===== config.mk =====
export PLATFORM = sky130hd
export DESIGN_NAME = alu_seq
export DESIGN_NICKNAME = d
export VERILOG_FILES = /design/src/rtl/alu_seq.sv
export SDC_FILE = /design/constraint.sdc
export NUM_CORES = 1
export LEC_CHECK = 0
export ABC_CLOCK_PERIOD_IN_PS = 3600
export CAP_MARGIN = 25
export CORE_MARGIN = 4
export CORE_UTILIZATION = 62
export DETAILED_ROUTE_END_ITERATION = 8
export PLACE_DENSITY = 0.95
export SYNTH_ARGS = -nofsm -noshare
export SYNTH_HDL_FRONTEND = slang
export SYNTH_SLANG_ARGS = --single-unit

===== constraint.sdc =====
create_clock -name i_clk -period 3.6 [get_ports i_clk]
set_input_delay 0.72 -clock i_clk [delete_from_list [all_inputs] [get_ports i_clk]]
set_output_delay 0.72 -clock i_clk [all_outputs]
set_load 0.005 [all_outputs]

===== src/rtl/alu_seq.sv =====
// alu_seq - sequenced switch/button ALU.
//
// Operand A, operand B and the opcode share one switch bank. Each is
// captured when its button is pressed, in the order A -> B -> OP, under a
// small load FSM. Buttons are asynchronous: each goes through a 2-flop
// synchroniser and a rising-edge detector, so a held button loads only once.
// After the opcode is captured, the result and status flags are computed
// once into registered outputs. While the FSM shows the result, B or OP can
// be reloaded, which starts a recompute. Pressing A starts a new sequence.
//
// Ports:
//   i_clk       single clock, rising edge
//   i_reset     synchronous, active-high reset
//   i_switches  shared data/opcode input (opcode = low OP_CODE_SIZE bits)
//   i_btn_A     async button, load operand A
//   i_btn_B     async button, load operand B
//   i_btn_OP    async button, load opcode
//   o_result    registered result
//   o_carry     carry (ADD), borrow (SUB), shifted-out bit (SRA/SRL)
//   o_zero      result is zero (valid opcodes only)
//   o_negative  result MSB
//   o_overflow  signed overflow (ADD/SUB only)
//   o_valid     outputs match the currently held A, B and opcode
//   o_op_err    held opcode is not a supported operation
//   o_state     FSM state for LEDs (0 WAIT_A, 1 WAIT_B, 2 WAIT_OP, 3 RESULT)
module alu_seq #(
    parameter int DATA_WIDTH   = 8,
    parameter int OP_CODE_SIZE = 6
) (
    input  logic                  i_clk,
    input  logic                  i_reset,
    input  logic [DATA_WIDTH-1:0] i_switches,
    input  logic                  i_btn_A,
    input  logic                  i_btn_B,
    input  logic                  i_btn_OP,
    output logic [DATA_WIDTH-1:0] o_result,
    output logic                  o_carry,
    output logic                  o_zero,
    output logic                  o_negative,
    output logic                  o_overflow,
    output logic                  o_valid,
    output logic                  o_op_err,
    output logic [1:0]            o_state
);

    localparam int MSB = DATA_WIDTH - 1;

    localparam logic [OP_CODE_SIZE-1:0] OP_ADD = OP_CODE_SIZE'(6'b100000);
    localparam logic [OP_CODE_SIZE-1:0] OP_SUB = OP_CODE_SIZE'(6'b100010);
    localparam logic [OP_CODE_SIZE-1:0] OP_AND = OP_CODE_SIZE'(6'b100100);
    localparam logic [OP_CODE_SIZE-1:0] OP_OR  = OP_CODE_SIZE'(6'b100101);
    localparam logic [OP_CODE_SIZE-1:0] OP_XOR = OP_CODE_SIZE'(6'b100110);
    localparam logic [OP_CODE_SIZE-1:0] OP_NOR = OP_CODE_SIZE'(6'b100111);
    localparam logic [OP_CODE_SIZE-1:0] OP_SRA = OP_CODE_SIZE'(6'b000011);
    localparam logic [OP_CODE_SIZE-1:0] OP_SRL = OP_CODE_SIZE'(6'b000010);

    typedef enum logic [1:0] {
        WAIT_A  = 2'd0,
        WAIT_B  = 2'd1,
        WAIT_OP = 2'd2,
        RESULT  = 2'd3
    } state_t;

    state_t                  state_r;
    state_t                  state_nxt_s;

    // Bit 0 = A, bit 1 = B, bit 2 = OP
    logic [2:0]              btn_s;
    logic [2:0]              sync1_r;
    logic [2:0]              sync2_r;
    logic [2:0]              prev_r;
    logic [2:0]              pulse_s;

    logic                    load_a_s;
    logic                    load_b_s;
    logic                    load_op_s;
    logic                    calc_req_s;

    logic [DATA_WIDTH-1:0]   a_r;
    logic [DATA_WIDTH-1:0]   b_r;
    logic [OP_CODE_SIZE-1:0] op_r;
    logic                    pending_r;

    logic [DATA_WIDTH:0]     sum_s;
    logic [DATA_WIDTH:0]     diff_s;
    logic [DATA_WIDTH-1:0]   alu_res_s;
    logic                    alu_carry_s;
    logic                    alu_ovf_s;
    logic                    alu_err_s;
    logic                    alu_zero_s;

    assign btn_s   = {i_btn_OP, i_btn_B, i_btn_A};
    // The previous value resets to 0. A button held through reset
    // therefore still gives one pulse after reset is released.
    assign pulse_s = sync2_r & ~prev_r;
    assign o_state = state_r;

    // Button synchronisers and edge-detector history
    always_ff @(posedge i_clk) begin
        if (i_reset) begin
            sync1_r <= 3'b000;
            sync2_r <= 3'b000;
            prev_r  <= 3'b000;
        end else begin
            sync1_r <= btn_s;
            sync2_r <= sync1_r;
            prev_r  <= sync2_r;
        end
    end

    // FSM state register
    always_ff @(posedge i_clk) begin
        if (i_reset) begin
            state_r <= WAIT_A;
        end else begin
            state_r <= state_nxt_s;
        end
    end

    // Next state and load enables. Pulses the current state does not
    // expect are dropped. In RESULT the priority is A > B > OP.
    always_comb begin
        state_nxt_s = state_r;
        load_a_s    = 1'b0;
        load_b_s    = 1'b0;
        load_op_s   = 1'b0;
        case (state_r)
            WAIT_A: begin
                if (pulse_s[0]) begin
                    load_a_s    = 1'b1;
                    state_nxt_s = WAIT_B;
                end else begin
                    state_nxt_s = WAIT_A;
                end
            end
            WAIT_B: begin
                if (pulse_s[1]) begin
                    load_b_s    = 1'b1;
                    state_nxt_s = WAIT_OP;
                end else begin
                    state_nxt_s = WAIT_B;
                end
            end
            WAIT_OP: begin
                if (pulse_s[2]) begin
                    load_op_s   = 1'b1;
                    state_nxt_s = RESULT;
                end else begin
                    state_nxt_s = WAIT_OP;
                end
            end
            RESULT: begin
                if (pulse_s[0]) begin
                    load_a_s    = 1'b1;
                    state_nxt_s = WAIT_B;
                end else if (pulse_s[1]) begin
                    load_b_s    = 1'b1;
                    state_nxt_s = RESULT;
                end else if (pulse_s[2]) begin
                    load_op_s   = 1'b1;
                    state_nxt_s = RESULT;
                end else begin
                    state_nxt_s = RESULT;
                end
            end
            default: begin
                state_nxt_s = WAIT_A;
            end
        endcase
    end

    // Request a compute on the first cycle after the operands feeding
    // RESULT change
    always_comb begin
        if (state_r == WAIT_OP) begin
            calc_req_s = load_op_s;
        end else if (state_r == RESULT) begin
            calc_req_s = load_b_s | load_op_s;
        end else begin
            calc_req_s = 1'b0;
        end
    end

    // Operand/opcode holding registers and pending-compute flag
    always_ff @(posedge i_clk) begin
        if (i_reset) begin
            a_r       <= {DATA_WIDTH{1'b0}};
            b_r       <= {DATA_WIDTH{1'b0}};
            op_r      <= {OP_CODE_SIZE{1'b0}};
            pending_r <= 1'b0;
        end else begin
            if (load_a_s) begin
                a_r <= i_switches;
            end else begin
                a_r <= a_r;
            end
            if (load_b_s) begin
                b_r <= i_switches;
            end else begin
                b_r <= b_r;
            end
            if (load_op_s) begin
                op_r <= i_switches[OP_CODE_SIZE-1:0];
            end else begin
                op_r <= op_r;
            end
            pending_r <= calc_req_s;
        end
    end

    // Combinational ALU on the held operands
    always_comb begin
        sum_s       = {1'b0, a_r} + {1'b0, b_r};
        diff_s      = {1'b0, a_r} - {1'b0, b_r};
        alu_res_s   = {DATA_WIDTH{1'b0}};
        alu_carry_s = 1'b0;
        alu_ovf_s   = 1'b0;
        alu_err_s   = 1'b0;
        case (op_r)
            OP_ADD: begin
                alu_res_s   = sum_s[MSB:0];
                alu_carry_s = sum_s[DATA_WIDTH];
                alu_ovf_s   = (a_r[MSB] == b_r[MSB]) && (sum_s[MSB] != a_r[MSB]);
            end
            OP_SUB: begin
                // Bit DATA_WIDTH of the zero-extended difference is the borrow (A < B).
                alu_res_s   = diff_s[MSB:0];
                alu_carry_s = diff_s[DATA_WIDTH];
                alu_ovf_s   = (a_r[MSB] != b_r[MSB]) && (diff_s[MSB] != a_r[MSB]);
            end
            OP_AND: alu_res_s = a_r & b_r;
            OP_OR:  alu_res_s = a_r | b_r;
            OP_XOR: alu_res_s = a_r ^ b_r;
            OP_NOR: alu_res_s = ~(a_r | b_r);
            OP_SRA: begin
                alu_res_s   = {a_r[MSB], a_r[MSB:1]};
                alu_carry_s = a_r[0];
            end
            OP_SRL: begin
                alu_res_s   = {1'b0, a_r[MSB:1]};
                alu_carry_s = a_r[0];
            end
            default: begin
                alu_err_s = 1'b1;
            end
        endcase
        // An illegal opcode reports zero=0 even though the result is 0
        alu_zero_s = ~alu_err_s & (alu_res_s == {DATA_WIDTH{1'b0}});
    end

    // Result/flag registers. They hold their value outside a compute cycle.
    // o_valid falls on any load and rises on a compute.
    always_ff @(posedge i_clk) begin
        if (i_reset) begin
            o_result   <= {DATA_WIDTH{1'b0}};
            o_carry    <= 1'b0;
            o_zero     <= 1'b0;
            o_negative <= 1'b0;
            o_overflow <= 1'b0;
            o_op_err   <= 1'b0;
            o_valid    <= 1'b0;
        end else begin
            if (pending_r) begin
                o_result   <= alu_res_s;
                o_carry    <= alu_carry_s;
                o_zero     <= alu_zero_s;
                o_negative <= alu_res_s[MSB];
                o_overflow <= alu_ovf_s;
                o_op_err   <= alu_err_s;
            end else begin
                o_result   <= o_result;
                o_carry    <= o_carry;
                o_zero     <= o_zero;
                o_negative <= o_negative;
                o_overflow <= o_overflow;
                o_op_err   <= o_op_err;
            end
            if (load_a_s || load_b_s || load_op_s) begin
                o_valid <= 1'b0;
            end else if (pending_r) begin
                o_valid <= 1'b1;
            end else begin
                o_valid <= o_valid;
            end
        end
    end

endmodule


# Word level (Yosys, flattened, before mapping)

Index checks and enable logic that the tools add are counted.

Mux-type cells: 20
Add/subtract/negate cells: 2
Bitwise gates (word level): 8
Reductions and logical operators: 10
Equal/unequal tests: 15

Operators by type and width:

| kind                                                            | count |
|---|---|
| 8-bit one-hot mux with 8 select lines                           | 1 |
| 6-bit == test, second input constant                            | 6 |
| 6-bit by 2-bit == test with 1-bit output, second input constant | 2 |
| 1-bit two-way mux                                               | 12 |
| 8-bit by 8-bit adder with 9-bit output                          | 1 |
| 8-bit by 8-bit subtractor with 9-bit output                     | 1 |
| 8-bit AND                                                       | 1 |
| 8-bit zero test                                                 | 1 |
| 8-bit NOT                                                       | 1 |
| 8-bit OR                                                        | 1 |
| 2-bit one-hot mux with 4 select lines                           | 1 |
| 8-bit OR reduction                                              | 1 |
| 8-bit bitwise XOR                                               | 1 |
| 1-bit one-hot mux with 2 select lines                           | 3 |
| 2-bit OR reduction                                              | 3 |
| 2-bit == test, second input constant                            | 2 |
| 2-bit two-way mux                                               | 2 |
| 3-bit AND                                                       | 1 |
| 1-bit inequality test                                           | 3 |
| 3-bit NOT                                                       | 1 |
| 1-bit one-hot mux with 3 select lines                           | 1 |
| 2-bit by 1-bit == test with 1-bit output, second input constant | 1 |
| 1-bit logical AND                                               | 2 |
| 2-bit zero test                                                 | 1 |
| other kinds (4)                                                 | 5 |

Bits of input ports: 13
Output and inout bits: 16
Register bits: 48

# Depth between registers and ports, before layout

Depth after elaboration: 9
Depth in mapped cells: 10
Mapped depth without buffers: 10

# Least setup slack after synthesis

No wires, ideal clock.

Path type: register to register
Start: register a_r[0]
End: register o_zero
Slack: 1,255 ps
Cell stages (with the launch flop): 10
Buffers on the path: 0
Arrival: 2,288 ps
Required time: 3,543 ps
Setup time: 57 ps
Cells stage by stage: dfxtp_1 -> ha_1 -> fa_1 -> a211oi_2 -> o21bai_1 -> a21o_1 -> a221o_1 -> xnor2_1 -> a211oi_1 -> a21o_1

Cells in the longest elaborated chain, start to end: 5

RTL lines:

| item                                                                                                | RTL line | text |
|---|---|---|
| from (decl)                                                                                         | 79       | `logic [DATA_WIDTH-1:0] a_r;` |
| from (signal assigned)                                                                              | 187      | `a_r <= {DATA_WIDTH{1'b0}};` |
| from (signal assigned)                                                                              | 193      | `a_r <= i_switches;` |
| from (signal assigned)                                                                              | 195      | `a_r <= a_r;` |
| parallel branches: the longest is 2 deep, another holds 8-bit by 8-bit subtractor with 9-bit output | n/a      |  |
| 8-bit one-hot mux with 8 select lines (*)                                                           | 219      | `case (op_r)` |
| 8-bit zero test (*)                                                                                 | 248      | `alu_zero_s = ~alu_err_s & (alu_res_s == {DATA_WIDTH{1'b0}});` |
| 1-bit AND (*)                                                                                       | 248      |  |
| to (signal assigned)                                                                                | 266      | `o_zero <= alu_zero_s;` |
| to (signal assigned)                                                                                | 273      | `o_zero <= o_zero;` |
| to (decl)                                                                                           | 38       | `output logic o_zero,` |

Every way passes the cells marked *.
A chain may end at the register's enable or synchronous reset.

# Final worst setup path

Same ends and word-level chain as after synthesis.

==> impl_metrics.py <==
metrics = {
    "floorplan": {
        "num_rows": 25,
        "initial_core_util_pct": 64.3,
        "die-width_um": 78.2,
        "dieArea_sq_mm": 0.00612,
        "ios": 29,
        "die_y_um": 78.2,
        "coreArea_sq_mm": 0.00475,
    },
    "synthesis": {
        "yosys_warnings": 0,
        "syn-num-nets": 406,
        "ys_ff_latch": 47,
        "yosysSeqAreaShare_pct": 30.8,
        "synth-main-ff-cell": "dfxtp_1",
        "ys_async_sr_fraction_pct": 0,
        "synthMostInstantiatedCell": "dfxtp_1",
        "synth_cell_types": 58,
        "synth_edf_count": 0,
        "synth.largest_area_cell": "dfxtp_1",
        "synth_area_leaders": "dfxtp_1, ha_1, mux2i_1, nor2_1, a21oi_1",
        "netlist_top_cells_count": "dfxtp_1, nor2_1, ha_1, inv_1",
        "syn-mean-instance-area_sq_um": 8.43,
        "syn_area_sq_mm": 0.00306,
        "synth_top_area_share_pct": 30.8,
        "syn_inst": 363,
    },
    "grt": {
        "grt_use_met2_pct": 41.3,
        "use_met1_pct": 33.8,
        "antenna_found_initial": 0,
        "grt_max_degree": 44,
        "grt-ovfl-total": 0,
        "grt.total_usage_pct": 25.8,
        "grt_most_used_layer": "met2",
        "grt_pass1_vias": 2651,
        "grt_pass1_wl_um": 12700,
        "grt_util_met3_pct": 4.59,
    },
    "pwr": {
        "p_seq_share_pct": 56.5,
        "power_leakage_nw": 1.22,
        "internal-power_uw": 708,
        "clockPowerShare_pct": 33.8,
        "switching_share_pct": 25.4,
        "comb_power_share_pct": 9.7,
        "ir_drop_mv": 0.215,
        "p_sw_uw": 241,
        "pwr_density_cell_mw_per_mm2": 276,
    },
    "clock_network": {
        "postCtsSetupBuffers": 0,
        "clkLatencyLatePin_ns": 0.31,
        "cts-root-buf": "clkbuf_8",
        "cts_buffer_depth": 2,
        "postCtsResizedCells": 0,
        "htreeDepth": 2,
        "hold_buffers": 0,
        "clock-sinks": 47,
        "clk_pin_slew_worst_paths_ns": 0.09,
        "cts_tree": "built",
        "cts_buffers": 5,
    },
    "critical_path": {
        "critical_path_class": "reg -> reg",
        "cp_data_required_time_ns": 3.86,
        "arrival_ns": 3.26,
        "endpoint_kind": "register",
        "r2r_slack_ns": 0.60,
        "worst-path-max-fanout": 4,
        "rr_worst_depth": 10,
        "cp-start-kind": "register",
        "crit_start": "a_r[0]",
        "r2r_start": "a_r[0]",
    },
    "finish": {
        "diodes": 0,
        "postLayoutCellArea_sq_mm": 0.00344,
        "register_area_sq_um": 941,
        "area_delta_synth_final_pct": 12.5,
        "finalNetCount": 426,
        "multiInputGateArea_sq_mm": 0.00190,
        "layout-drive-gt1-share_pct": 5.47,
        "fillers": 363,
    },
    "job": {
        "cap_violations": 0,
    },
    "placed_design": {
        "io_buffers": 28,
        "hpwl_um": 5400,
        "routabilityCongestion": 0.945,
        "place_area_sq_mm": 0.00334,
    },
    "timing": {
        "fmax_mhz": 333,
        "worst_slew_margin_rel_pct": 31.0,
        "fin_skew_ns": 0.0113,
        "drv_slew": 0,
        "worstMarginPinSlew_ns": 1.03,
        "rsz0062_at_grt": "no",
        "report.final.hold_viol_count": 0,
        "final_period_minus_worst_setup_slack_ns": 3.00,
        "finalSetupTns_ns": 0,
        "setup_viol": 0,
        "fin_crit_sh_pct": 83.4,
    },
    "drt": {
        "drtIter0Drc": 189,
        "totalWireLength_um": 7390,
        "drc_errors": 0,
        "vias_per_cell": 6.14,
        "vias": 2769,
        "drtAntennaViolNets": 0,
        "dr.pass1.iters": 5,
        "wl_per_cell_um": 16.4,
    },
    "hold_path": {
        "holdCritStartpoint": "sync1_r[2]",
        "holdPathStages": 1,
        "holdCritPathClass": "reg -> reg",
    },
    "run_status": {
        "status": "complete, no violations",
    },
}
## power by group through the flow
stage                     Combinational, mW  Clock [mW]  Sequential (mW)
after floorplan                      0.0593           0            0.545
after global placement               0.0874           0            0.547
after detailed placement             0.0900           0            0.548
after CTS                            0.0909       0.327            0.536
after global routing                  0.102       0.345            0.537
final                                0.0924       0.321            0.536
## cells in the final DEF, fill, tap and decap left out, types with 2 or more instances in the layout
cell type / instances
clkbuf_8: 5
nand2_1: 19
ha_1: 28
dfxtp_1: 47
mux2i_1: 24
inv_2: 2
and3_1: 2
a211oi_1: 8
a21o_1: 3
o21ai_0: 16
nor3_1: 10
xnor2_1: 13
o21bai_1: 4
nor2_1: 43
nor2b_1: 9
o2111ai_1: 3
a21oi_1: 24
nand3_1: 4
xor2_1: 3
o21ai_1: 5
clkdlybuf4s50_1: 28
fa_1: 2
a22o_1: 2
nor4_1: 2
nor3b_1: 3
o211ai_1: 3
inv_1: 28
o311ai_0: 2
nand2b_1: 5
buf_4: 5
a31oi_1: 3
a2111oi_0: 2
## critical path: stages (launching register included)
cell       delay, ns
dfxtp_1         0.41
inv_1           0.09
ha_1            0.23
fa_1            0.48
nand2_1         0.05
o21ai_0         0.19
o21ai_0         0.19
a2111oi_0       0.61
nand4_1         0.20
a2111oi_2       0.33
a21o_1          0.16
## kinds of logic after synthesis
group,count (synthesis),synth area share (%)
buf+inv,50,7.24
xor+xnor,16,4.58
flops,47,30.8
simple gates,106,16.9
fa+ha+maj,30,12.8
compound gates,90,19.9
mux,24,7.85
## layer usage
metal	up-vias	share of wire, %
li1	1311	-
met1	1289	44
met2	135	45
met3	34	6.7
met4	0	4.3
met5	-	0
## metrics by stage
stage	std cells	worst slack, ns	total power, mW	hold slack, ns	utilization (%)
floorplan	363	1.25	0.604	0.414	-
CTS	450	0.714	0.953	0.456	72.2
detailed placement	442	0.846	0.638	0.434	70.3
global route	451	0.589	0.985	0.475	72.4
finish	451	0.597	0.949	0.450	72.4
global placement	442	0.944	0.634	0.416	70.3
## path summary, 6_finish.rpt
path / to
worst max-delay path: o_zero
worst min-delay path: sync2_r[2]
worst max register to register: o_zero
worst min register to register: sync2_r[2]
## area by class of cell
class                      count  area share [%]
sequential                    47            27.3
multi-input combinational    266            55.1
inverter                      30            3.27
clock buffer                   6            2.11
clock inverter                 2           0.473
tap                           67            2.44
timing repair buffer          33            9.24
## state kept, by name (all words and copies together) (netlist names)
| name | count |
|---|---|
| a_r | 8 |
| b_r | 8 |
| o_result | 8 |
| op_r | 6 |
| prev_r | 3 |
| sync1_r | 3 |
| sync2_r | 3 |
| o_state | 2 |
| o_carry | 1 |
| o_op_err | 1 |
| o_overflow | 1 |
| o_valid | 1 |
| o_zero | 1 |
| pending_r | 1 |
Note: power is estimated with default switching activity, not from simulation.
